## config.mk

```make
export PLATFORM = sky130hd
export DESIGN_NAME = imem_access_arbiter_flat
export DESIGN_NICKNAME = d
export VERILOG_FILES = /design/src/rtl/imem_access_arbiter_if.sv /design/src/rtl/imem_access_arbiter.sv /design/src/flat_wrapper.sv
export SDC_FILE = /design/constraint.sdc
export NUM_CORES = 1
export LEC_CHECK = 0
export BUFFER_PORTS_ARGS = -buffer_cell sky130_fd_sc_hd__buf_2
export CELL_PAD_IN_SITES_DETAIL_PLACEMENT = 1
export CELL_PAD_IN_SITES_GLOBAL_PLACEMENT = 1
export CORE_MARGIN = 1.5
export CORE_UTILIZATION = 15
export DETAILED_ROUTE_END_ITERATION = 10
export PLACE_DENSITY = 0.79
export SYNTH_ARGS = -nofsm -noshare
export SYNTH_HDL_FRONTEND = slang
export SYNTH_SLANG_ARGS = --single-unit
```

## constraint.sdc

```tcl
create_clock -name clk -period 2.43 [get_ports clk]
set_clock_uncertainty 0.1 [all_clocks]
set_input_delay 0.6075 -clock clk [delete_from_list [all_inputs] [get_ports clk]]
set_output_delay 0.6075 -clock clk [all_outputs]
set_load 0.01 [all_outputs]
```

## src/rtl/imem_access_arbiter_if.sv

```systemverilog
// Bundle of the fetch, loader and memory-side signals for imem_access_arbiter.
// master = requesters plus memory model, slave = the arbiter itself.
interface imem_access_arbiter_if #(
  parameter int ADDR_W = 32,
  parameter int DATA_W = 32
) ();
  // Handshake: a requester raises *_req with stable address/data and holds it
  // until *_gnt is seen high in the same cycle; the response (*_rvalid) follows
  // exactly one cycle after the grant, with no backpressure on the response.
  logic              f_req;
  logic [ADDR_W-1:0] f_addr;
  logic              f_gnt;
  logic              f_rvalid;
  logic [DATA_W-1:0] f_rdata;
  logic              f_err;

  logic              l_req;
  logic              l_we;
  logic [ADDR_W-1:0] l_addr;
  logic [DATA_W-1:0] l_wdata;
  logic              l_lock;
  logic              l_gnt;
  logic              l_rvalid;
  logic [DATA_W-1:0] l_rdata;
  logic              l_err;

  logic              mem_en;
  logic              mem_we;
  logic [ADDR_W-1:0] mem_addr;
  logic [DATA_W-1:0] mem_wdata;
  logic [DATA_W-1:0] mem_rdata;

  logic              lock_active;

  modport master (
    output f_req, f_addr, l_req, l_we, l_addr, l_wdata, l_lock, mem_rdata,
    input  f_gnt, f_rvalid, f_rdata, f_err,
    input  l_gnt, l_rvalid, l_rdata, l_err,
    input  mem_en, mem_we, mem_addr, mem_wdata, lock_active
  );

  modport slave (
    input  f_req, f_addr, l_req, l_we, l_addr, l_wdata, l_lock, mem_rdata,
    output f_gnt, f_rvalid, f_rdata, f_err,
    output l_gnt, l_rvalid, l_rdata, l_err,
    output mem_en, mem_we, mem_addr, mem_wdata, lock_active
  );
endinterface

```

## src/rtl/imem_access_arbiter.sv

```systemverilog
// Single-port instruction memory arbiter: fetch has priority, the loader is
// forced through after STARVE_MAX contended losses, and l_lock excludes fetch.
module imem_access_arbiter #(
  parameter int ADDR_W     = 32,
  parameter int DATA_W     = 32,
  parameter int DEPTH      = 1024,
  parameter int STARVE_MAX = 4
) (
  input  logic                  clk,
  input  logic                  reset,
  imem_access_arbiter_if.slave  bus
);

  typedef enum logic {RUN = 1'b0, LOCKED = 1'b1} state_t;

  localparam logic [3:0]        STARVE_LIM = 4'(STARVE_MAX);
  localparam logic [ADDR_W-1:0] DEPTH_A    = ADDR_W'(DEPTH);
  localparam logic [DATA_W-1:0] ZERO_D     = '0;

  state_t            state_q, state_d;
  logic [3:0]        starve_q, starve_d;
  logic              f_gnt_c, l_gnt_c;
  logic              f_bad, l_bad;
  logic              tag_f_q, tag_l_q, tag_err_q, tag_we_q;
  logic              mem_en_c, mem_we_c;
  logic [ADDR_W-1:0] mem_addr_c;
  logic [DATA_W-1:0] mem_wdata_c;

  assign f_bad = (bus.f_addr[1:0] != 2'b00) || (bus.f_addr >= DEPTH_A);
  assign l_bad = (bus.l_addr[1:0] != 2'b00) || (bus.l_addr >= DEPTH_A);

  // Grants are gated by reset so nothing is issued while reset is held.
  always_comb begin
    state_d  = state_q;
    starve_d = starve_q;
    f_gnt_c  = 1'b0;
    l_gnt_c  = 1'b0;
    if (!reset) begin
      case (state_q)
        RUN: begin
          if (bus.f_req && bus.l_req) begin
            if (starve_q == STARVE_LIM) l_gnt_c = 1'b1;
            else                        f_gnt_c = 1'b1;
          end else begin
            f_gnt_c = bus.f_req;
            l_gnt_c = bus.l_req;
          end
          if (f_gnt_c && bus.l_req)
            starve_d = (starve_q == STARVE_LIM) ? starve_q : starve_q + 4'd1;
          else
            starve_d = 4'd0;
          if (bus.l_lock) state_d = LOCKED;
        end
        LOCKED: begin
          l_gnt_c  = bus.l_req;
          starve_d = 4'd0;
          if (!bus.l_lock) state_d = RUN;
        end
        default: state_d = RUN;
      endcase
    end
  end

  // Error requests are granted but never reach the memory.
  always_comb begin
    mem_en_c    = 1'b0;
    mem_we_c    = 1'b0;
    mem_addr_c  = '0;
    mem_wdata_c = '0;
    if (f_gnt_c && !f_bad) begin
      mem_en_c   = 1'b1;
      mem_addr_c = bus.f_addr;
    end else if (l_gnt_c && !l_bad) begin
      mem_en_c    = 1'b1;
      mem_we_c    = bus.l_we;
      mem_addr_c  = bus.l_addr;
      mem_wdata_c = bus.l_wdata;
    end
  end

  always_ff @(posedge clk or posedge reset) begin
    if (reset) begin
      state_q   <= RUN;
      starve_q  <= 4'd0;
      tag_f_q   <= 1'b0;
      tag_l_q   <= 1'b0;
      tag_err_q <= 1'b0;
      tag_we_q  <= 1'b0;
    end else begin
      state_q   <= state_d;
      starve_q  <= starve_d;
      tag_f_q   <= f_gnt_c;
      tag_l_q   <= l_gnt_c;
      tag_err_q <= f_gnt_c ? f_bad : l_bad;
      tag_we_q  <= l_gnt_c && bus.l_we;
    end
  end

  assign bus.f_gnt     = f_gnt_c;
  assign bus.l_gnt     = l_gnt_c;
  assign bus.mem_en    = mem_en_c;
  assign bus.mem_we    = mem_we_c;
  assign bus.mem_addr  = mem_addr_c;
  assign bus.mem_wdata = mem_wdata_c;

  // Response side: the tags say whose memory data is on mem_rdata this cycle.
  assign bus.f_rvalid  = tag_f_q;
  assign bus.f_err     = tag_f_q && tag_err_q;
  assign bus.f_rdata   = (tag_f_q && !tag_err_q) ? bus.mem_rdata : ZERO_D;
  assign bus.l_rvalid  = tag_l_q;
  assign bus.l_err     = tag_l_q && tag_err_q;
  assign bus.l_rdata   = (tag_l_q && !tag_err_q && !tag_we_q) ? bus.mem_rdata : ZERO_D;

  assign bus.lock_active = (state_q == LOCKED);

endmodule
```

## src/flat_wrapper.sv

```systemverilog
// flat-port wrapper written by rule: the top's interface ports become plain ports
module imem_access_arbiter_flat 
#(
  parameter int ADDR_W     = 32,
  parameter int DATA_W     = 32,
  parameter int DEPTH      = 1024,
  parameter int STARVE_MAX = 4
)
  (clk, reset, bus_f_req, bus_f_addr, bus_l_req, bus_l_we, bus_l_addr, bus_l_wdata, bus_l_lock, bus_mem_rdata, bus_f_gnt, bus_f_rvalid, bus_f_rdata, bus_f_err, bus_l_gnt, bus_l_rvalid, bus_l_rdata, bus_l_err, bus_mem_en, bus_mem_we, bus_mem_addr, bus_mem_wdata, bus_lock_active);
  imem_access_arbiter_if #(.ADDR_W(ADDR_W), .DATA_W(DATA_W)) bus_i ();
  input  logic clk;
  input  logic reset;
  input wire logic [$bits(bus_i.f_req)-1:0] bus_f_req;
  input wire logic [$bits(bus_i.f_addr)-1:0] bus_f_addr;
  input wire logic [$bits(bus_i.l_req)-1:0] bus_l_req;
  input wire logic [$bits(bus_i.l_we)-1:0] bus_l_we;
  input wire logic [$bits(bus_i.l_addr)-1:0] bus_l_addr;
  input wire logic [$bits(bus_i.l_wdata)-1:0] bus_l_wdata;
  input wire logic [$bits(bus_i.l_lock)-1:0] bus_l_lock;
  input wire logic [$bits(bus_i.mem_rdata)-1:0] bus_mem_rdata;
  output wire logic [$bits(bus_i.f_gnt)-1:0] bus_f_gnt;
  output wire logic [$bits(bus_i.f_rvalid)-1:0] bus_f_rvalid;
  output wire logic [$bits(bus_i.f_rdata)-1:0] bus_f_rdata;
  output wire logic [$bits(bus_i.f_err)-1:0] bus_f_err;
  output wire logic [$bits(bus_i.l_gnt)-1:0] bus_l_gnt;
  output wire logic [$bits(bus_i.l_rvalid)-1:0] bus_l_rvalid;
  output wire logic [$bits(bus_i.l_rdata)-1:0] bus_l_rdata;
  output wire logic [$bits(bus_i.l_err)-1:0] bus_l_err;
  output wire logic [$bits(bus_i.mem_en)-1:0] bus_mem_en;
  output wire logic [$bits(bus_i.mem_we)-1:0] bus_mem_we;
  output wire logic [$bits(bus_i.mem_addr)-1:0] bus_mem_addr;
  output wire logic [$bits(bus_i.mem_wdata)-1:0] bus_mem_wdata;
  output wire logic [$bits(bus_i.lock_active)-1:0] bus_lock_active;
  assign bus_i.f_req = bus_f_req;
  assign bus_i.f_addr = bus_f_addr;
  assign bus_i.l_req = bus_l_req;
  assign bus_i.l_we = bus_l_we;
  assign bus_i.l_addr = bus_l_addr;
  assign bus_i.l_wdata = bus_l_wdata;
  assign bus_i.l_lock = bus_l_lock;
  assign bus_i.mem_rdata = bus_mem_rdata;
  assign bus_f_gnt = bus_i.f_gnt;
  assign bus_f_rvalid = bus_i.f_rvalid;
  assign bus_f_rdata = bus_i.f_rdata;
  assign bus_f_err = bus_i.f_err;
  assign bus_l_gnt = bus_i.l_gnt;
  assign bus_l_rvalid = bus_i.l_rvalid;
  assign bus_l_rdata = bus_i.l_rdata;
  assign bus_l_err = bus_i.l_err;
  assign bus_mem_en = bus_i.mem_en;
  assign bus_mem_we = bus_i.mem_we;
  assign bus_mem_addr = bus_i.mem_addr;
  assign bus_mem_wdata = bus_i.mem_wdata;
  assign bus_lock_active = bus_i.lock_active;
  imem_access_arbiter #(.ADDR_W(ADDR_W), .DATA_W(DATA_W), .DEPTH(DEPTH), .STARVE_MAX(STARVE_MAX)) u_core (.clk(clk), .reset(reset), .bus(bus_i));
endmodule
```

---- Word-level counts from Yosys, hierarchy flattened ----
Index checks and enable logic that the tools add are counted.
word-level totals
  bits in registers ....................... 9
  input bits .............................. 134
  output and inout port bits .............. 137
  logic and storage cells ................. 57
operators by class
  $add $sub $neg .......................... 1
  $lt $le $gt $ge ......................... 2
  equality and inequality tests ........... 2
  mux-type cells .......................... 25
  bitwise operators ....................... 2
  reduce and logical (&&, ||, !) cells .... 19
operator list
  operator                                                             number
  2-to-1 mux 32 bit                                                    6
  greater-or-equal comparator 32 x 11 -> 1 bit, second input constant  2
  2-to-1 mux 1 bit                                                     15
  logical AND 1 bit                                                    10
  2-to-1 mux 4 bit                                                     2
  case mux 4 bit (2 select lines)                                      1
  adder 4 x 1 -> 4 bit, second input constant                          1
  equality test 4 x 3 -> 1 bit, second input constant                  1
  logical NOT 1 bit                                                    4
  nonzero test 2 bit                                                   2
  != test 3 bit, second input constant                                 1
  logical OR 1 bit                                                     2
  NOT 1 bit                                                            2
  case mux 1 bit (2 select lines)                                      1
  AND reduction 2 bit                                                  1

---- Longest topological paths before layout ----
Gate-level depths: netlist of run 1.
  depth in word-level cells ............... 9
  mapped depth ............................ 7
  gate-level depth less buffers ........... 6

---- Worst setup path before layout of run 1 ----
OpenSTA, ideal clock, no wires.
  kind .................................... input to output
  start point ............................. input reset
  end point ............................... output bus_mem_addr[2]
  arrival ................................. 1.750 ns
  required time ........................... 1.722 ns
  setup slack ............................. -0.028 ns
  stages on the path ...................... 4
  path buffers ............................ 0
  path through ............................ inv_1 o211ai_1 nor3_2 a32o_1
on the way
  longest elaborated chain between the ends .. 4
  elaborated cells on any way between the ends .. 6
  those cells by class .................... mux: 4; reduce/logical: 2
ends and longest elaborated chain
  element              RTL line                   RTL
  from (decl)          flat_wrapper.sv:12         input logic reset;
  2-to-1 mux 1 bit     imem_access_arbiter.sv:38  if (!reset) begin
  logical AND 1 bit    imem_access_arbiter.sv:73  end else if (l_gnt_c && !l_bad) begin
  2-to-1 mux 32 bit    imem_access_arbiter.sv:73
  2-to-1 mux 32 bit *  imem_access_arbiter.sv:70  if (f_gnt_c && !f_bad) begin
  to (decl)            flat_wrapper.sv:31         output wire logic [$bits(bus_i.mem_addr)-1:0] bus_mem_addr;
Mark *: on every way between the ends. The rest lies on a longest branch, timed or not.

---- Worst setup path in the final report of run 1 ----
  start point ............................. register u_core.starve_q[1]
  end point ............................... output bus_mem_wdata[31]
on the way
  longest elaborated chain between the ends .. 9
  elaborated cells on any way between the ends .. 15
  those cells by class .................... eq/ne: 1; mux: 12; reduce/logical: 2
ends and longest elaborated chain
  element                         RTL line                   RTL
  from (decl)                     imem_access_arbiter.sv:21  logic [3:0] starve_q, starve_d;
  from (signal assigned)          imem_access_arbiter.sv:91  starve_q <= starve_d;
  equality test 4 x 3 -> 1 bit *  imem_access_arbiter.sv:42  if (starve_q == STARVE_LIM) l_gnt_c = 1'b1;
  2-to-1 mux 1 bit                imem_access_arbiter.sv:42
  2-to-1 mux 1 bit                imem_access_arbiter.sv:41  if (bus.f_req && bus.l_req) begin
  2-to-1 mux 1 bit                imem_access_arbiter.sv:39  case (state_q)
  2-to-1 mux 1 bit                imem_access_arbiter.sv:38
  2-to-1 mux 1 bit                imem_access_arbiter.sv:39
  2-to-1 mux 1 bit                imem_access_arbiter.sv:38
  logical AND 1 bit               imem_access_arbiter.sv:70
  2-to-1 mux 32 bit *             imem_access_arbiter.sv:70
  to (decl)                       flat_wrapper.sv:32         output wire logic [$bits(bus_i.mem_wdata)-1:0] bus_mem_wdata;
Mark *: on every way between the ends. The rest lies on a longest branch, timed or not. The select of a mux whose other input is x is not followed.

==> results.sh, run 1 <==
export IMPL_timing_fmax_ghz=0.366
export IMPL_nFillCells=1278
export IMPL_finalInstanceArea_mm2=0.00342
export IMPL_p_seq_share_pct=29.3
export IMPL_antenna_found_initial=0
export IMPL_worst_path_max_fanout=8
export IMPL_status="complete, but fails checks"
export IMPL_seq_area_frac_synth_pct=14.6
export IMPL_yosys_register_bits=9
export IMPL_via_per_inst=4.01
export IMPL_synth_cell_area_mm2=0.00154
export IMPL_synthArstFlopShare_pct=100
export IMPL_numCtsBuffers=3
export IMPL_place_gp_congestion=0.743
export IMPL_die_x_um=104
export IMPL_htree_num_levels=1
export IMPL_postSynthCellCount=200
export IMPL_cts_root_buf="clkbuf_8"
export IMPL_synth_commonest_cells="79 x and2_1, 24 x buf_4, 21 x and2_2, 12 x nor4_1, 9 x dfrtp_1"
export IMPL_startpoint_type="flop"
export IMPL_failed_checks="negative setup slack"
export IMPL_grt_ovfl_total=0
export IMPL_ys_top_cells_by_area="and2_1 32%, dfrtp_1 15%, buf_4 12%"
export IMPL_drv_slew=0
export IMPL_routed_wl_mm=8.12
export IMPL_clock_path_buffers=2
export IMPL_clk_pin_slew_ps=50
export IMPL_dieArea_mm2=0.0109
export IMPL_core_region_area_mm2=0.00986
export IMPL_fin_util_pct=34.6
export IMPL_fp_row_count=36
export IMPL_cp_data_required_time_ps=1720
export IMPL_swShare_pct=29.8
export IMPL_post_place_ws_ps=-256
export IMPL_p_sw_mw=0.163
export IMPL_period_share_pct=113
export IMPL_grt_setup_unrepaired="true"
export IMPL_antenna_cells=0
export IMPL_final_nets=603
export IMPL_cellInternalPower_mw=0.385
export IMPL_path_class="flop to primary output"
export IMPL_post_drt_wl_per_cell_um=13.6
export IMPL_yosysTopAreaCellShare_pct=32.0
export IMPL_clock_latency_ps=240
export IMPL_drc=0
export IMPL_timing_final_ws_setup_ps=-304
export IMPL_grt_pass1_wl_mm=12.4
export IMPL_total_power_mw=0.549
export IMPL_hold_class="input pin to asynchronous set/reset pin"
export IMPL_start_util_pct=15.6
export IMPL_cellLeakagePower_nw=2.04
export IMPL_grt_pass1_vias=2500
export IMPL_yosysMostFrequentCell="and2_1"
export IMPL_critPathCaptureType="primary output"
export IMPL_cts_sinks=9
export IMPL_dpl_instance_area_mm2=0.00294
export IMPL_synth_main_ff_cell="dfrtp_1"
export IMPL_drtPass1Iterations=4
export IMPL_startpoint="u_core.starve_q[1]$_DFFE_PP0P_"
export IMPL_pwr_share_comb_pct=38.2
export IMPL_avgSynthCellArea_um2=7.71
export IMPL_drtAntennaViolNets=0
export IMPL_period_needed_ps=2730
export IMPL_synthDistinctLibCells=32
export IMPL_vias=2401
export IMPL_portBuffers=246
export IMPL_ios=271
export IMPL_synth_edff_count=0
export IMPL_critPathArrivalTime_ps=2030
export IMPL_grt_max_degree=33
export IMPL_r2r_start="u_core.starve_q[1]$_DFFE_PP0P_"
export IMPL_cts_tree="yes"
export IMPL_grtUsageTotal_pct=13.9
export IMPL_drtIter0Drc=31
export IMPL_seqCellArea_um2=225
export IMPL_dpl_cell_count=584
export IMPL_vdd_drop_max_mv=0.214
export IMPL_areaGrowthSynthToFinish_pct=121
export IMPL_yosysWarnings=0
export IMPL_finalSetupViolCount=42
export IMPL_finalHoldViolCount=0
export IMPL_yosysTopAreaCell="and2_1"
export IMPL_p_per_area_mw_per_mm2=161
export IMPL_multi_input_area_mm2=0.00123
export IMPL_die_h_um=104
export IMPL_dpl_hpwl_mm=6.58
export IMPL_fin_cells=599
export IMPL_cap_viol_max_count=0
export IMPL_clkPwrFrac_pct=32.5
export IMPL_drive_gt1_share_pct=69.3
## routing by layer
layer / vias up / GRT usage (%) / routed length, µm
li1: 1149 / - / -
met1: 1080 / 12.6 / 2580
met2: 161 / 30.3 / 4700
met3: 11 / 2.51 / 732
met4: 0 / 3.57 / 103
met5: - / 0 / 0
## flip-flops by register name (all words and copies together) (netlist names)
register / cells
u_core.bus.f_rvalid: 1
u_core.tag_we_q: 1
u_core.bus.lock_active: 1
u_core.starve_q: 4
u_core.tag_err_q: 1
u_core.bus.l_rvalid: 1
## layout make-up
class,count,share of cell area [%]
clock buffers,4,1.32
inverters,5,0.549
multi-input cells,175,36.1
flip-flops and latches,9,6.59
well taps,133,4.87
repair buffers,273,50.5
## worst max-delay path, cell delays in order, from the launching register on
cell	delay (ps)
dfrtp_1	380
inv_2	80
ha_4	140
nand3b_4	80
a211oi_2	250
buf_6	130
nor3b_4	190
buf_6	160
buf_16	120
and2_4	150
buf_6	90
## layout by cell type, fill, tap and decap left out, drive strengths merged
cell and n:
mux2 1, nor2 1, dfrtp 9, nand3 2
a211oi 1, conb 24, a21o 1, or2 1
clkbuf 4, nor2b 2, o211ai 1, a41o 1
nor3 1, and2 100, o22ai 1, ha 2
nor4 12, nand4 3, buf 273, nand2 5
o21ai 2, nand3b 1, a32o 8, inv 5
nor3b 3, a21oi 1, o31ai 1
## final timing paths
kind	end	slack [ps]	depth (start not counted)
worst max-delay path	bus_mem_wdata[31]	-300	10
min in group clk	u_core.starve_q[3]$_DFFE_PP0P_	420	1
worst min-delay path	u_core.starve_q[0]$_DFFE_PP0P_	330	3
max in group asynchronous	u_core.starve_q[1]$_DFFE_PP0P_	1740	3
worst min register to register	u_core.starve_q[3]$_DFFE_PP0P_	420	1
worst max register to register	u_core.tag_err_q$_DFF_PP0_	780	8
## power groups by stage
| stage | Clock, mW | Combinational, mW | Sequential, mW |
|---|---|---|---|
| detailed placement | 0 | 0.188 | 0.163 |
| global placement | 0 | 0.183 | 0.162 |
| CTS | 0.187 | 0.199 | 0.161 |
| floorplan | 0 | 0.0757 | 0.164 |
| finish | 0.178 | 0.210 | 0.161 |
| global route | 0.192 | 0.230 | 0.161 |
## cell families after synthesis
kind of cell | share of synthesized area [%]
other cells | 0.243
flops | 14.6
compound gates | 9.49
fa+ha+maj | 1.62
simple gates | 56.4
buf+inv | 16.9
mux | 0.730
## timing repair
action                     CTS  global route
pin swaps                   15             6
setup endpoints to repair   42            44
gates cloned                 2             1
gates resized for setup     58            10
hold buffers                 0             0
buffers inserted             7             3
## metrics by stage
| step | hold slack [ps] | setup TNS, ps |
|---|---|---|
| 2_1_floorplan | 353 | 0 |
| 3_3_place_gp | 382 | -8110 |
| 3_5_place_dp | 405 | -9040 |
| 4_1_cts | 336 | -11100 |
| 5_1_grt | 376 | -16190 |
| 6_report | 333 | -11100 |
Power figures use the tool's default switching activity.
==> run 2: changes to the inputs <==
Settings changed: BUFFER_PORTS_ARGS -buffer_cell sky130_fd_sc_hd__buf_2 to -buffer_cell sky130_fd_sc_hd__buf_4, CTS_CLUSTER_DIAMETER from default to 80.
==> run 2 against run 1 <==
Effect of this change:
- the run still ends with negative setup slack left
- register-to-register slack gained 70 ps
- via count is 1.6% lower
- cell count decreased by 1.2%
- largest power group unchanged
- count of clock-buffer cells in the layout unchanged
- worst hold slack worse by 5.3 ps
- first-iteration DRC count up 16%
- flip-flop and latch count stayed put
==> results.sh, run 2 (synthesized netlist as in run 1, its figures left out) <==
export IMPL_areaGrowthSynthToFinish_pct=148
export IMPL_finalHoldViolCount=0
export IMPL_drtIter0Drc=36
export IMPL_cts_sinks=9
export IMPL_crit_chain="inv_2 -> ha_4 -> nand3b_4 -> a211oi_4 -> nor3b_4 -> buf_12 -> and2_1 -> buf_4"
export IMPL_layout_commonest_cell="buf_4"
export IMPL_path_class="flop to primary output"
export IMPL_hold_class="input pin to asynchronous set/reset pin"
export IMPL_grt_setup_unrepaired="true"
export IMPL_period_needed_ps=2630
export IMPL_p_per_area_mw_per_mm2=162
export IMPL_drv_slew=0
export IMPL_grt_max_degree=34
export IMPL_pwr_share_comb_pct=44.8
export IMPL_cts_root_buf="clkbuf_8"
export IMPL_drtPass1Iterations=4
export IMPL_critPathArrivalTime_ps=1920
export IMPL_routed_wl_mm=8.18
export IMPL_vdd_drop_max_mv=0.160
export IMPL_swShare_pct=27.6
export IMPL_grt_pass1_vias=2383
export IMPL_drc=0
export IMPL_fin_util_pct=38.8
export IMPL_grtUsageTotal_pct=13.5
export IMPL_htree_num_levels=1
export IMPL_finalInstanceArea_mm2=0.00382
export IMPL_period_share_pct=108
export IMPL_antenna_found_initial=0
export IMPL_top_register="u_core.starve_q"
export IMPL_failed_checks="negative setup slack"
export IMPL_via_per_inst=3.99
export IMPL_hold_buffers=0
export IMPL_clock_latency_ps=240
export IMPL_cts_tree="yes"
export IMPL_critPathMaxStageDelay_ps=390
export IMPL_total_power_mw=0.619
export IMPL_cap_viol_max_count=0
export IMPL_critPathCaptureType="primary output"
export IMPL_drive_gt1_share_pct=69.1
export IMPL_antenna_cells=0
export IMPL_timing_fmax_ghz=0.380
export IMPL_ios=271
export IMPL_portBuffers=246
export IMPL_dpl_hpwl_mm=7.00
export IMPL_clkPwrFrac_pct=29.2
export IMPL_cellLeakagePower_nw=2.12
export IMPL_mostFrequentLayoutCells="244 x buf_4, 78 x and2_1, 24 x conb_1, 20 x and2_2, 20 x buf_6"
export IMPL_fp_row_count=36
export IMPL_p_seq_share_pct=26.0
export IMPL_cellInternalPower_mw=0.448
export IMPL_r2r_slack_ps=850
export IMPL_finalSetupViolCount=42
export IMPL_startpoint_type="flop"
export IMPL_die_x_um=104
export IMPL_clock_path_buffers=2
export IMPL_place_gp_congestion=0.776
export IMPL_dpl_cell_count=584
export IMPL_dieArea_mm2=0.0109
export IMPL_tns_ps=-7150
export IMPL_dpl_instance_area_mm2=0.00354
export IMPL_start_util_pct=15.6
export IMPL_numCtsBuffers=3
export IMPL_vias=2363
export IMPL_status="complete, but fails checks"
export IMPL_post_drt_wl_per_cell_um=13.8
export IMPL_p_sw_mw=0.171
export IMPL_grt_ovfl_total=0
export IMPL_worst_path_max_fanout=33
export IMPL_timing_final_ws_setup_ps=-202
export IMPL_largest_reg_flops=4
export IMPL_core_region_area_mm2=0.00986
export IMPL_drtAntennaViolNets=0
export IMPL_grt_pass1_wl_mm=12.0
export IMPL_final_nets=596
export IMPL_hold_ws_ps=328
export IMPL_post_place_ws_ps=-294
export IMPL_die_h_um=104
export IMPL_cp_data_required_time_ps=1720
export IMPL_clk_pin_slew_ps=50
export IMPL_fin_cells=592
export IMPL_nFillCells=1187
export IMPL_seqCellArea_um2=225
export IMPL_slowest_stage="dfrtp_1"
export IMPL_multi_input_area_mm2=0.00127
## run 2: cell count changes in the layout (fill, tap and decap cells not counted), sizes merged
cell  change
buf       -7
## run 2: worst paths after layout
kind | cells after the start | end | startpoint
setup / recovery | 8 | bus_mem_wdata[21] | u_core.starve_q[1]$_DFFE_PP0P_
hold / removal | 3 | u_core.bus.lock_active$_DFFE_PP0N_ | reset
setup reg to reg | 8 | u_core.starve_q[2]$_DFFE_PP0P_ | u_core.starve_q[1]$_DFFE_PP0P_
hold reg to reg | 1 | u_core.starve_q[3]$_DFFE_PP0P_ | u_core.starve_q[3]$_DFFE_PP0P_
max in group asynchronous | 3 | u_core.bus.l_rvalid$_DFF_PP0_ | reset
min in group clk | 1 | u_core.starve_q[3]$_DFFE_PP0P_ | u_core.starve_q[3]$_DFFE_PP0P_
## run 2: layout make-up
class                   count  share of cell area [%]
clock buffers               4                    1.18
flip-flops and latches      9                    5.89
repair buffers            266                    54.8
inverters                   5                   0.491
multi-input cells         175                    33.2
well taps                 133                    4.35
## run 2: routing by layer
layer  wire (µm)  global-route usage [%]  vias up
met5           0                       0        -
met4          47                    2.38        0
met3         762                    2.44        6
met2        4600                    28.1      159
met1        2770                    13.7     1065
li1            -                       -     1133
## run 2: worst max-delay path: cells and delay by family (launching register included)
kind	cells	cell delay [ps]
AOI/OAI and AO/OA	1	250
DFF	1	390
and+or+nand+nor	3	520
adders and majority gates	1	140
buffers and inverters	3	390
## run 2: timing repair
action	CTS	global route
gates resized for setup	22	26
endpoints found under the setup margin	43	43
buffers inserted	3	1
pin swaps	3	12
endpoints found under the hold margin	0	0
gates cloned	1	0
## run 2: power groups by stage
stage / Clock [mW] / Combinational (mW) / Sequential [mW]
6_report: 0.181 / 0.277 / 0.161
5_1_grt: 0.187 / 0.297 / 0.162
4_1_cts: 0.183 / 0.268 / 0.161
3_5_place_dp: 0 / 0.253 / 0.163
3_3_place_gp: 0 / 0.247 / 0.163
2_1_floorplan: 0 / 0.0757 / 0.164
==> run 3: changes to the inputs <==
Settings changed: ABC_AREA from default to 1, CORE_ASPECT_RATIO from default to 2, PLACE_DENSITY 0.79 to 0.8.
==> run 3 against run 2 <==
Effect of this change:
- the run still ends with negative setup slack left
- cell count grew 24%
- design area increased by 13%
- via count up 29%
- fmax grew 4.2%
- die area up 8.7%
- combinational power increased by 51%
- worst hold slack better by 130 ps
- clock power is 65% higher
- critical endpoint is now bus_mem_wdata[2]
==> results.sh, run 3 <==
export IMPL_cellLeakagePower_nw=2.37
export IMPL_dpl_hpwl_mm=8.15
export IMPL_nFillCells=1386
export IMPL_drc=0
export IMPL_slowest_stage="dfrtp_1"
export IMPL_synthDistinctLibCells=26
export IMPL_p_per_area_mw_per_mm2=207
export IMPL_busiest_layer="met2"
export IMPL_failed_checks="negative setup slack"
export IMPL_via_per_inst=4.14
export IMPL_synth_commonest_cells="133 x nor2_1, 63 x nand2_1, 43 x inv_1, 28 x buf_4, 21 x nand3_1"
export IMPL_grt_pass1_vias=3201
export IMPL_postSynthCellCount=329
export IMPL_ios=271
export IMPL_portBuffers=246
export IMPL_timing_final_ws_setup_ps=-95.5
export IMPL_layout_commonest_cell="buf_4"
export IMPL_finalSetupViolCount=41
export IMPL_grt_setup_unrepaired="true"
export IMPL_seq_area_frac_synth_pct=13.4
export IMPL_numCtsBuffers=3
export IMPL_final_nets=732
export IMPL_cellInternalPower_mw=0.619
export IMPL_period_share_pct=104
export IMPL_startpoint="u_core.starve_q[1]$_DFFE_PP0P_"
export IMPL_path_class="flop to primary output"
export IMPL_worst_path_max_fanout=8
export IMPL_drv_slew=0
export IMPL_multi_input_area_mm2=0.00138
export IMPL_vias=3041
export IMPL_antenna_cells=0
export IMPL_clock_latency_ps=240
export IMPL_swShare_pct=30.5
export IMPL_yosysMostFrequentCell="nor2_1"
export IMPL_critical_path_top_delay_family="simple AND/OR/NAND/NOR gates"
export IMPL_die_h_um=152
export IMPL_synthArstFlopShare_pct=100
export IMPL_drtIter0Drc=19
export IMPL_grt_max_degree=33
export IMPL_htree_num_levels=1
export IMPL_grt_pass1_wl_mm=14.8
export IMPL_finalHoldViolCount=0
export IMPL_clk_pin_slew_ps=40
export IMPL_total_power_mw=0.890
export IMPL_status="complete, but fails checks"
export IMPL_tns_ps=-2170
export IMPL_synth_main_ff_cell="dfrtp_1"
export IMPL_grtUsageMet1_pct=13.3
export IMPL_core_region_area_mm2=0.0109
export IMPL_yosysTopAreaCell="nor2_1"
export IMPL_hold_buffers=0
export IMPL_critPathCaptureType="primary output"
export IMPL_antenna_found_initial=0
export IMPL_start_util_pct=15.4
export IMPL_crit_chain="inv_2 -> ha_4 -> nand3_4 -> o21ai_4 -> nor2_4 -> nand2_4 -> nand2_8 -> clkbuf_16 -> nor2_2 -> buf_4"
export IMPL_synth_edff_count=0
export IMPL_fp_row_count=54
export IMPL_mostFrequentLayoutCells="245 x buf_4, 99 x nor2_1, 56 x nand2_1, 41 x inv_1, 24 x conb_1"
export IMPL_grt_ovfl_total=0
export IMPL_post_drt_wl_per_cell_um=14.0
export IMPL_period_needed_ps=2530
export IMPL_startpoint_type="flop"
export IMPL_areaGrowthSynthToFinish_pct=157
export IMPL_dpl_instance_area_mm2=0.00372
export IMPL_r2r_start="u_core.starve_q[1]$_DFFE_PP0P_"
export IMPL_cap_viol_max_count=0
export IMPL_cts_sinks=9
export IMPL_cts_tree="yes"
export IMPL_critPathArrivalTime_ps=1820
export IMPL_clock_path_buffers=2
export IMPL_use_met2_pct=31.6
export IMPL_dieArea_mm2=0.0119
export IMPL_fin_util_pct=39.5
export IMPL_p_sw_mw=0.271
export IMPL_clkPwrFrac_pct=33.5
export IMPL_drive_gt1_share_pct=57.8
export IMPL_seqCellArea_um2=225
export IMPL_avgSynthCellArea_um2=5.09
export IMPL_use_met3_pct=4.85
export IMPL_p_seq_share_pct=19.7
export IMPL_die_x_um=77.7
export IMPL_finalInstanceArea_mm2=0.00430
export IMPL_cp_data_required_time_ps=1720
export IMPL_cts_root_buf="clkbuf_16"
export IMPL_drtPass1Iterations=4
export IMPL_place_gp_congestion=0.769
export IMPL_pwr_share_comb_pct=46.8
export IMPL_critPathMaxStageDelay_ps=380
export IMPL_drtAntennaViolNets=0
export IMPL_grtUsageTotal_pct=15.3
export IMPL_synth_cell_area_mm2=0.00168
export IMPL_yosysTopAreaCellShare_pct=29.8
export IMPL_yosysWarnings=0
export IMPL_timing_fmax_ghz=0.396
export IMPL_crit_buf_inv=3
export IMPL_routed_wl_mm=10.3
export IMPL_ys_top_cells_by_area="nor2_1 30%, nand2_1 14%, dfrtp_1 13%"
export IMPL_top_register="u_core.starve_q"
export IMPL_largest_reg_flops=4
export IMPL_hold_class="input pin to asynchronous set/reset pin"
export IMPL_yosys_register_bits=9
export IMPL_vdd_drop_max_mv=0.176
## run 3: changes by cell type in the layout (fill, tap and decap cells not counted), moves of 10 or more
cell,previous run,this run
nor2_2,0,21
and2_1,78,0
nand3_1,2,12
nor2_1,0,99
and2_2,20,0
nand2_1,5,56
nor2_4,1,16
inv_1,3,41
## run 3: logic make-up after synthesis
group / after synthesis / synth area share (%)
buffers and inverters: 82 / 26.0
AND/OR/NAND/NOR: 227 / 55.6
XOR/XNOR: 2 / 1.05
AO/OA/AOI/OAI: 6 / 2.24
adder cells (fa/ha/maj): 2 / 1.49
other: 1 / 0.224
flip-flops: 9 / 13.4
## run 3: repair_timing
item	CTS	global route
endpoints found under the hold margin	0	0
setup endpoints to repair	43	42
setup buffers	3	3
gates resized for setup	45	58
cloned	1	4
pin swaps	14	3
## run 3: tightest hold or removal path: cells and delay by family
kind | cells | cell delay, ps
buffers and inverters | 4 | 550
## run 3: path summary, 6_finish.rpt
kind / slack (ps) / end / depth (start not counted)
max reg2reg: 830 / u_core.tag_we_q$_DFF_PP0_ / 10
min: 460 / u_core.bus.lock_active$_DFFE_PP0N_ / 4
min in group clk: 480 / u_core.bus.lock_active$_DFFE_PP0N_ / 3
max in group asynchronous: 1600 / u_core.bus.l_rvalid$_DFF_PP0_ / 4
min reg2reg: 490 / u_core.starve_q[3]$_DFFE_PP0P_ / 2
max: -100 / bus_mem_wdata[2] / 10
## run 3: power by group through the flow
stage          registers, mW  clock network, mW  logic [mW]
2_1_floorplan          0.175                  0       0.137
3_3_place_gp           0.175                  0       0.334
3_5_place_dp           0.177                  0       0.348
4_1_cts                0.176              0.301       0.386
5_1_grt                0.178              0.313       0.459
6_report               0.176              0.298       0.417
## run 3: final cells by class
type / instances / area share (%)
clock buffer: 3 / 1.75
clock inverter: 1 / 0.116
inverter: 45 / 4.04
multi-input combinational: 261 / 32.1
sequential: 9 / 5.24
tap: 140 / 4.07
timing repair buffer: 276 / 52.7
## run 3: layer usage
layer	vias up	part of all wire [%]
li1	1450	-
met1	1356	29
met2	220	58
met3	15	11
met4	0	1.9
met5	-	0
## run 3: stage by stage
step,hold WS (ps),worst slack (ps),cells
3_3_place_gp,435,-27.6,721
2_1_floorplan,321,249,352
5_1_grt,490,-191,735
6_report,463,-95.5,735
4_1_cts,459,-103,728
3_5_place_dp,452,-46.1,721
